<file path="config.mk">
export PLATFORM = sky130hd
export DESIGN_NAME = mem_copy_initiator
export DESIGN_NICKNAME = d
export VERILOG_FILES = /design/src/rtl/mem_bus_pkg.sv /design/src/rtl/mem_req_timer.sv /design/src/rtl/mem_copy_initiator.sv
export SDC_FILE = /design/constraint.sdc
export NUM_CORES = 1
export LEC_CHECK = 0
export CORE_ASPECT_RATIO = 0.5
export CORE_MARGIN = 2
export CORE_UTILIZATION = 50
export CTS_CLUSTER_DIAMETER = 60
export DETAILED_ROUTE_END_ITERATION = 16
export DONT_BUFFER_PORTS = 1
export PLACE_DENSITY = 0.69
export SYNTH_ARGS = -nofsm -noshare
export SYNTH_HDL_FRONTEND = slang
export SYNTH_SLANG_ARGS = --single-unit
</file>
<file path="constraint.sdc">
create_clock -name clk -period 3.2 [get_ports clk]
set_clock_uncertainty 0.15 [all_clocks]
set_input_delay 0.32 -clock clk [delete_from_list [all_inputs] [get_ports clk]]
set_output_delay 0.32 -clock clk [all_outputs]
set_load 0.02 [all_outputs]
</file>
<file path="src/rtl/mem_bus_pkg.sv">
// Shared definitions for native valid/ready bus initiators.
// Holds the copy-engine state encoding, strobe constants and address helpers.
package mem_bus_pkg;

    typedef enum logic [2:0] {
        ST_IDLE   = 3'd0,
        ST_RD     = 3'd1,
        ST_GAP_R  = 3'd2,
        ST_WR     = 3'd3,
        ST_GAP_W  = 3'd4,
        ST_FINISH = 3'd5
    } state_e;

    localparam logic [3:0] WSTRB_READ = 4'b0000;
    localparam logic [3:0] WSTRB_WORD = 4'b1111;

    localparam logic [31:0] WORD_BYTES = 32'd4;

    // Byte addresses are forced onto a word boundary; low bits are don't-care.
    function automatic logic [31:0] word_align(input logic [31:0] addr);
        return addr & 32'hFFFF_FFFC;
    endfunction

endpackage

</file>
<file path="src/rtl/mem_req_timer.sv">
// Loadable down-counter for bus request timeouts.
// expired_o is high once the count has run down to zero.
module mem_req_timer #(
    parameter int W = 8
) (
    input  logic         clk,
    input  logic         rst,
    input  logic         load_i,
    input  logic [W-1:0] load_val_i,
    input  logic         en_i,
    output logic         expired_o
);

    logic [W-1:0] r_count;

    always_ff @(posedge clk) begin
        if (rst) begin
            r_count <= '0;
        end else if (load_i) begin
            r_count <= load_val_i;
        end else if (en_i && (r_count != '0)) begin
            r_count <= r_count - W'(1);
        end
    end

    assign expired_o = (r_count == '0);

endmodule

</file>
<file path="src/rtl/mem_copy_initiator.sv">
// Block copy engine: reads a word, then writes it, for len words, on the native bus.
// All bus outputs are registered; valid always drops for a cycle after each ready.
//
// state     | meaning
// ----------+--------------------------------------------------------------
// ST_IDLE   | waiting for start_i; latches src/dst/len
// ST_RD     | read request outstanding at src + 4*i
// ST_GAP_R  | one idle bus cycle after the read handshake
// ST_WR     | write request outstanding at dst + 4*i with held data
// ST_GAP_W  | one idle bus cycle after the write; decides next word or finish
// ST_FINISH | raises done_o, drops busy_o, returns to idle
module mem_copy_initiator
    import mem_bus_pkg::*;
#(
    parameter int LEN_W          = 16,
    parameter int TIMEOUT_CYCLES = 255
) (
    input  logic             clk,
    input  logic             rst,
    input  logic             start_i,
    input  logic [31:0]      src_addr_i,
    input  logic [31:0]      dst_addr_i,
    input  logic [LEN_W-1:0] len_i,
    output logic             busy_o,
    output logic             done_o,
    output logic             err_o,
    output logic [LEN_W-1:0] words_done_o,
    output logic             mem_valid_o,
    input  logic             mem_ready_i,
    output logic [31:0]      mem_addr_o,
    output logic [31:0]      mem_wdata_o,
    output logic [3:0]       mem_wstrb_o,
    input  logic [31:0]      mem_rdata_i
);

    // Timer is loaded with TIMEOUT_CYCLES-1 so valid stays high exactly TIMEOUT_CYCLES cycles.
    localparam int TMR_W = (TIMEOUT_CYCLES > 1) ? $clog2(TIMEOUT_CYCLES) : 1;
    localparam logic [TMR_W-1:0] TMR_LOAD = TMR_W'(TIMEOUT_CYCLES - 1);

    state_e           r_state;
    logic             r_busy;
    logic             r_done;
    logic             r_err;
    logic [LEN_W-1:0] r_words_done;
    logic [LEN_W-1:0] r_len;
    logic [31:0]      r_rd_ptr;
    logic [31:0]      r_wr_ptr;
    logic [31:0]      r_hold;
    logic             r_valid;
    logic [31:0]      r_addr;
    logic [31:0]      r_wdata;
    logic [3:0]       r_wstrb;

    logic w_last;
    logic w_tmr_load;
    logic w_tmr_en;
    logic w_expired;

    assign w_last   = (r_words_done == r_len);
    assign w_tmr_en = (r_state == ST_RD) || (r_state == ST_WR);

    // Restart the timeout on every edge that raises valid for a new request.
    always_comb begin
        w_tmr_load = 1'b0;
        case (r_state)
            ST_IDLE:  w_tmr_load = start_i && (len_i != '0);
            ST_GAP_R: w_tmr_load = 1'b1;
            ST_GAP_W: w_tmr_load = !w_last;
            default:  w_tmr_load = 1'b0;
        endcase
    end

    mem_req_timer #(
        .W(TMR_W)
    ) u_timer (
        .clk       (clk),
        .rst       (rst),
        .load_i    (w_tmr_load),
        .load_val_i(TMR_LOAD),
        .en_i      (w_tmr_en),
        .expired_o (w_expired)
    );

    always_ff @(posedge clk) begin
        if (rst) begin
            r_state      <= ST_IDLE;
            r_busy       <= 1'b0;
            r_done       <= 1'b0;
            r_err        <= 1'b0;
            r_words_done <= '0;
            r_len        <= '0;
            r_rd_ptr     <= '0;
            r_wr_ptr     <= '0;
            r_hold       <= '0;
            r_valid      <= 1'b0;
            r_addr       <= '0;
            r_wdata      <= '0;
            r_wstrb      <= WSTRB_READ;
        end else begin
            r_done <= 1'b0;
            case (r_state)
                ST_IDLE: begin
                    if (start_i) begin
                        r_rd_ptr     <= word_align(src_addr_i);
                        r_wr_ptr     <= word_align(dst_addr_i);
                        r_len        <= len_i;
                        r_err        <= 1'b0;
                        r_words_done <= '0;
                        r_busy       <= 1'b1;
                        if (len_i == '0) begin
                            r_state <= ST_FINISH;
                        end else begin
                            r_state <= ST_RD;
                            r_valid <= 1'b1;
                            r_addr  <= word_align(src_addr_i);
                            r_wdata <= '0;
                            r_wstrb <= WSTRB_READ;
                        end
                    end
                end
                ST_RD: begin
                    if (mem_ready_i) begin
                        r_hold   <= mem_rdata_i;
                        r_valid  <= 1'b0;
                        r_rd_ptr <= r_rd_ptr + WORD_BYTES;
                        r_state  <= ST_GAP_R;
                    end else if (w_expired) begin
                        r_valid <= 1'b0;
                        r_err   <= 1'b1;
                        r_state <= ST_FINISH;
                    end
                end
                ST_GAP_R: begin
                    r_valid <= 1'b1;
                    r_addr  <= r_wr_ptr;
                    r_wdata <= r_hold;
                    r_wstrb <= WSTRB_WORD;
                    r_state <= ST_WR;
                end
                ST_WR: begin
                    if (mem_ready_i) begin
                        r_valid      <= 1'b0;
                        r_wr_ptr     <= r_wr_ptr + WORD_BYTES;
                        r_words_done <= r_words_done + LEN_W'(1);
                        r_state      <= ST_GAP_W;
                    end else if (w_expired) begin
                        r_valid <= 1'b0;
                        r_err   <= 1'b1;
                        r_state <= ST_FINISH;
                    end
                end
                ST_GAP_W: begin
                    if (w_last) begin
                        r_state <= ST_FINISH;
                    end else begin
                        r_valid <= 1'b1;
                        r_addr  <= r_rd_ptr;
                        r_wdata <= '0;
                        r_wstrb <= WSTRB_READ;
                        r_state <= ST_RD;
                    end
                end
                ST_FINISH: begin
                    r_done  <= 1'b1;
                    r_busy  <= 1'b0;
                    r_state <= ST_IDLE;
                end
                default: begin
                    r_valid <= 1'b0;
                    r_busy  <= 1'b0;
                    r_state <= ST_IDLE;
                end
            endcase
        end
    end

    assign busy_o       = r_busy;
    assign done_o       = r_done;
    assign err_o        = r_err;
    assign words_done_o = r_words_done;
    assign mem_valid_o  = r_valid;
    assign mem_addr_o   = r_addr;
    assign mem_wdata_o  = r_wdata;
    assign mem_wstrb_o  = r_wstrb;

endmodule
</file>
# Word-level counts from Yosys, hierarchy flattened
# Index checks and enable logic that the tools add are counted.
# word_totals
register_bits	211
in_bits	116
out_inout_bits	88
word_cells	104
# op_classes
addsub	4
n_eq_ne	14
muxes	44
n_bitwise	2
reduce_logical	25
# op_table
cell	n
32-bit two-way mux	10
32-bit case mux with 3 select lines	2
32-bit case mux with 2 select lines	2
32-bit by 3-bit adder with 32-bit output (second input constant)	2
16-bit two-way mux	2
16-bit case mux with 2 select lines	1
3-bit two-way mux	6
16-bit by 1-bit adder with 16-bit output (second input constant)	1
16-bit equality test	1
16-bit zero test	1
8-bit two-way mux	2
16-bit nonzero test	1
3-bit case mux with 5 select lines	1
4-bit two-way mux	3
2-bit inequality test (second input constant)	6
4-bit case mux with 3 select lines	1
1-bit two-way mux	10
8-bit zero test	1
4-bit AND reduction	2
2-bit nonzero test	4
8-bit nonzero test	1
8-bit by 1-bit subtractor with 8-bit output (second input constant)	1
3-bit by 2-bit equality test with 1-bit output (second input constant)	2
3-bit equality test (second input constant)	2
other kinds (17)	24

# Longest topological paths before layout
# depth
depth_word	5
ltp_mapped	9

# Hierarchy
# A second synthesis with hierarchy kept.
# hier_totals
cells_unflattened	1287
area_unflattened_um2	10473.8
# by_module_without_submodules
module	instances	cells_each	area_per_inst_um2	seq_area_each_um2
mem_copy_initiator	1	1228	9958.3	3903.7
mem_req_timer	1	59	515.5	160.2

# Worst setup path before layout
# Ideal clock, no wire load.
# synth_timing
kind	flip-flop to flip-flop
startpoint	reg r_words_done[2], in the netlist words_done_o[2]
endpoint	reg r_addr[10], in the netlist mem_addr_o[10]
setup_ns	0.072
arrival_ns	2.113
required_ns	2.978
setup_slack_ns	0.865
path_stages_with_launch	10
synth_period_minus_slack_ns	2.335
path_cell_list	dfxtp_1 clkbuf_1 xor2_1 nor4_1 nand3_1 o21a_1 nand2_1 buf_2 buf_2 mux2i_1
# synth_between
elab_chain_len	3
# synth_rtl
item	line_no	rtl
start: declaration	mem_copy_initiator.sv:44	logic [LEN_W-1:0] r_words_done;
start signal: assignment	mem_copy_initiator.sv:144	r_words_done <= r_words_done + LEN_W'(1);
16-bit equality test	mem_copy_initiator.sv:59	assign w_last = (r_words_done == r_len);
2-bit inequality test (no line)	n/a	
4-bit AND reduction (no line)	n/a	
end signal: assignment	mem_copy_initiator.sv:115	r_addr <= word_align(src_addr_i);
end signal: assignment	mem_copy_initiator.sv:135	r_addr <= r_wr_ptr;
end signal: assignment	mem_copy_initiator.sv:157	r_addr <= r_rd_ptr;
end: declaration	mem_copy_initiator.sv:50	logic [31:0] r_addr;
# No other way between the ends.
# A chain may end at the register's enable or synchronous reset.

# Worst setup path in the final report
# layout_timing
startpoint	reg r_state[0]
endpoint	reg r_wr_ptr[29]
# layout_between
elab_chain_len	3
elab_cells_between_ends	7
# layout_rtl
item	line_no	rtl
start: declaration	mem_copy_initiator.sv:40	state_e r_state;
start signal: assignment	mem_copy_initiator.sv:86	r_state <= ST_IDLE;
start signal: assignment	mem_copy_initiator.sv:111	r_state <= ST_FINISH;
start signal: assignment	mem_copy_initiator.sv:113	r_state <= ST_RD;
3-bit by 2-bit equality test with 1-bit output or 3-bit zero test (tied branches)	mem_copy_initiator.sv:101	case (r_state)
2-bit inequality test (no line) or 2-bit nonzero test (tied branches)	n/a	
3-bit AND reduction (no line)	n/a	
end signal: assignment	mem_copy_initiator.sv:105	r_wr_ptr <= word_align(dst_addr_i);
end signal: assignment	mem_copy_initiator.sv:143	r_wr_ptr <= r_wr_ptr + WORD_BYTES;
end: declaration	mem_copy_initiator.sv:47	logic [31:0] r_wr_ptr;
# Parallel ways exist; a longest one is shown, timed or not.

==> results.cfg <==
[yosys]
ys.flop_type = dfxtp_1
yosysWarnings = 0
synth_area_leaders = dfxtp_1 40%, nand2_1 6.7%, a21oi_1 5.2%
synth_edf_count = 0
netlist_top_cells_count = 203 x dfxtp_1, 181 x nand2_1, 106 x a21oi_1
synth_top_area_cell = dfxtp_1
yosysSeqAreaShare_pct = 39.85
synth_cells = 1242
synth_fp_nets = 1363
synth_top_area_share_pct = 39.85
yosysMostFrequentCell = dfxtp_1
synthArstFlopShare_pct = 0
syn-cell-area_mm2 = 0.01020
synth_seq_cells = 203
yosysUniqueCellTypes = 73
syn-mean-instance-area_um2 = 8.211

[global_routing]
grt_pass1_wl_mm = 51.21
grt_start_max_net_pins = 168
first_global_vias = 9540
grt_usage_pct = 29.05
grt-ovfl-total = 0
antenna_found_initial = 0

[clocking]
cts-root-buf = clkbuf_16
numCtsBuffers = 21
clkTransAtPathRegs_ns = 0.07
cts_sinks = 203
clk-insertion-delay-late_ns = 0.50
cts-htree-levels = 1
cts_setup_buffers = 0
cts_tree = built
cts.path.max_buffers = 3

[min_path]
hold_depth = 3
worstHoldStart = src_addr_i[28]
hp-class = input pin to flip-flop

[routing]
wl_mm = 32.50
ant_nets = 0
routed-via-count = 10055
first_iter_violations = 1171
drt_pass1_iterations = 10
wl_per_cell_um = 20.61
vias_per_cell = 6.376
drc = 0

[pwr]
pwr-share-comb_pct = 15.1
p_leak_nw = 4.565
netSwitchingPower_mw = 1.847
internal_power_mw = 4.674
vdd_drop_max_mv = 0.2701
swShare_pct = 28.32
pwr-share-clk_pct = 40.2
seq_power_share_pct = 44.7
power.density_mw_per_mm2 = 536.2

[floorplanning]
io_pins = 204
rows = 36
initial_core_util_pct = 51.69
dieArea_mm2 = 0.02163
die_x_um = 206.0
fp.coreArea_mm2 = 0.01973
die_y_um = 105.0

[worst_setup_path]
worstRegToRegCells = 7
r2r_setup_slack_ns = 0.18
path_depth = 7
crit_chain = or3b_2 > a21oi_2 > buf_4 > nand2_1 > mux2i_1 > a221oi_2 > dlygate4sd3_1
slowest_delay_ns = 0.61
worstSetupPathType = flip-flop to flip-flop
timing.rr.start = r_state[0]
arrival_ns = 3.25
crit_required_ns = 3.44
crit_family = buffers and inverters
cp-end-kind = flip-flop
r2r_end = r_wr_ptr[29]
critPathSlowestCell = dlygate4sd3_1
endpoint = r_wr_ptr[29]
critical_path_buf_inv_count = 2
critPathLaunch = r_state[0]
cp_max_fo = 20
worstSetupStartpointType = flip-flop

[timing]
rsz0062_at_grt = no
fin_crit_sh_pct = 94.22
setup_viol = 0
fmax_mhz = 331.7
hold_viol = 0
max_slew_margin_pct = 44.13
worst_pin_slew_ns = 0.8371
setup_tns_ns = 0
period_minus_slack_ns = 3.015
drv_slew = 0

[finish]
drive_gt1_share_pct = 7.170
syn2layout_area_growth_pct = 19.25
antennaDiodeCount = 0
design_area_mm2 = 0.01216
nNetsFinal = 1418

[placed_design]
port_buffers = 0
dpl_cell_area_mm2 = 0.01032
dpl.hpwl_mm = 20.10
gp_congestion = 0.8995

[job]
max_cap_violations = 0

[run_status]
status = finished clean
==> metrics by stage <==
stage	worst slack, ns	hold WS [ns]	cells	utilization (%)	power, mW
after detailed placement	0.4792	0.2531	1431	52.31	3.770
after global placement	0.5453	0.2541	1431	52.31	3.737
final	0.1849	0.005714	1577	61.64	6.521
after floorplan	0.8651	0.2866	1242	-	3.587
after CTS	0.1627	0.001741	1577	61.62	6.508
after global routing	0.08972	0.03057	1577	61.64	6.749
==> cell type report <==
cell class | count | area, um2
inverter | 9 | 33.78
tap | 266 | 332.8
sequential | 203 | 4065
clock buffer | 27 | 588.1
multi-input combinational | 920 | 5645
clock inverter | 10 | 140.1
fill | 1674 | 7567
timing repair buffer | 142 | 1356
==> registers in the layout (all words and copies together) (netlist names), 8 cells and up <==
signal and flops:
words_done_o 16, mem_wdata_o 32, r_len 16, r_hold 32
r_wr_ptr 30, u_timer.r_count 8, mem_addr_o 31, r_rd_ptr 30
==> cells by family after synthesis <==
kind of cell	synth area share, %
buf+inv	5.055
flops	39.85
simple gates	20.76
compound gates	26.40
mux	4.318
fa+ha+maj	0.6134
xor+xnor	3.006
==> worst min-delay path by stage <==
stage,endpoint,slack (ns)
after detailed placement,r_wr_ptr[29],0.25
after global placement,busy_o,0.25
final,mem_addr_o[28],0.006
after global routing,mem_addr_o[6],0.03
after floorplan,r_hold[0],0.29
after CTS,r_rd_ptr[31],0.002
==> worst reg2reg max path: stages (launching register included) <==
cell,delay [ns]
dfxtp_1,0.47
or3b_2,0.56
a21oi_2,0.40
buf_4,0.36
nand2_1,0.10
mux2i_1,0.18
a221oi_2,0.08
dlygate4sd3_1,0.61
==> timing repair <==
action / CTS / global route
endpoints found under the setup margin: 0 / 2
endpoints found under the hold margin: 154 / 0
hold buffers: 109 / 0
resized for setup: 0 / 1
==> metal layers <==
| metal | vias to the layer above | wire length [um] | GRT usage (%) |
|---|---|---|---|
| met1 | 4773 | 14050 | 40.00 |
| met4 | 0 | 626 | 6.888 |
| met5 | - | 0 | 0 |
| met3 | 52 | 3413 | 6.332 |
| met2 | 544 | 14410 | 46.24 |
| li1 | 4686 | - | - |
==> power by group through the flow <==
stage | sequential, mW | combinational, mW | clock [mW]
final | 2.91 | 0.983 | 2.62
after CTS | 2.90 | 0.966 | 2.64
after global routing | 2.93 | 1.08 | 2.74
after floorplan | 2.89 | 0.698 | 0
after global placement | 2.95 | 0.783 | 0
after detailed placement | 2.96 | 0.808 | 0
==> layout by cell type (no fill, tap or decap), types with 4 or more instances in the layout <==
cell / n
o31ai_1: 13
xor2_1: 32
buf_4: 33
o22a_1: 29
inv_1: 8
nor3_1: 26
dlygate4sd3_1: 108
or2_2: 4
a211o_1: 30
a31oi_1: 10
and2_1: 4
nand2b_1: 32
nor2_1: 74
nand2_1: 180
a311oi_1: 5
nor4_1: 8
and3_1: 13
or3_1: 9
clkbuf_8: 4
a221oi_1: 6
a211oi_1: 14
mux2i_1: 44
and4_1: 7
ha_1: 5
dfxtp_1: 202
a32o_1: 4
o21ai_0: 37
nand3_1: 35
clkbuf_16: 21
a22oi_1: 9
o22ai_1: 64
a21o_1: 9
a21oi_1: 106
a22o_1: 33
nand4_1: 22
Power figures use the tool's default switching activity.
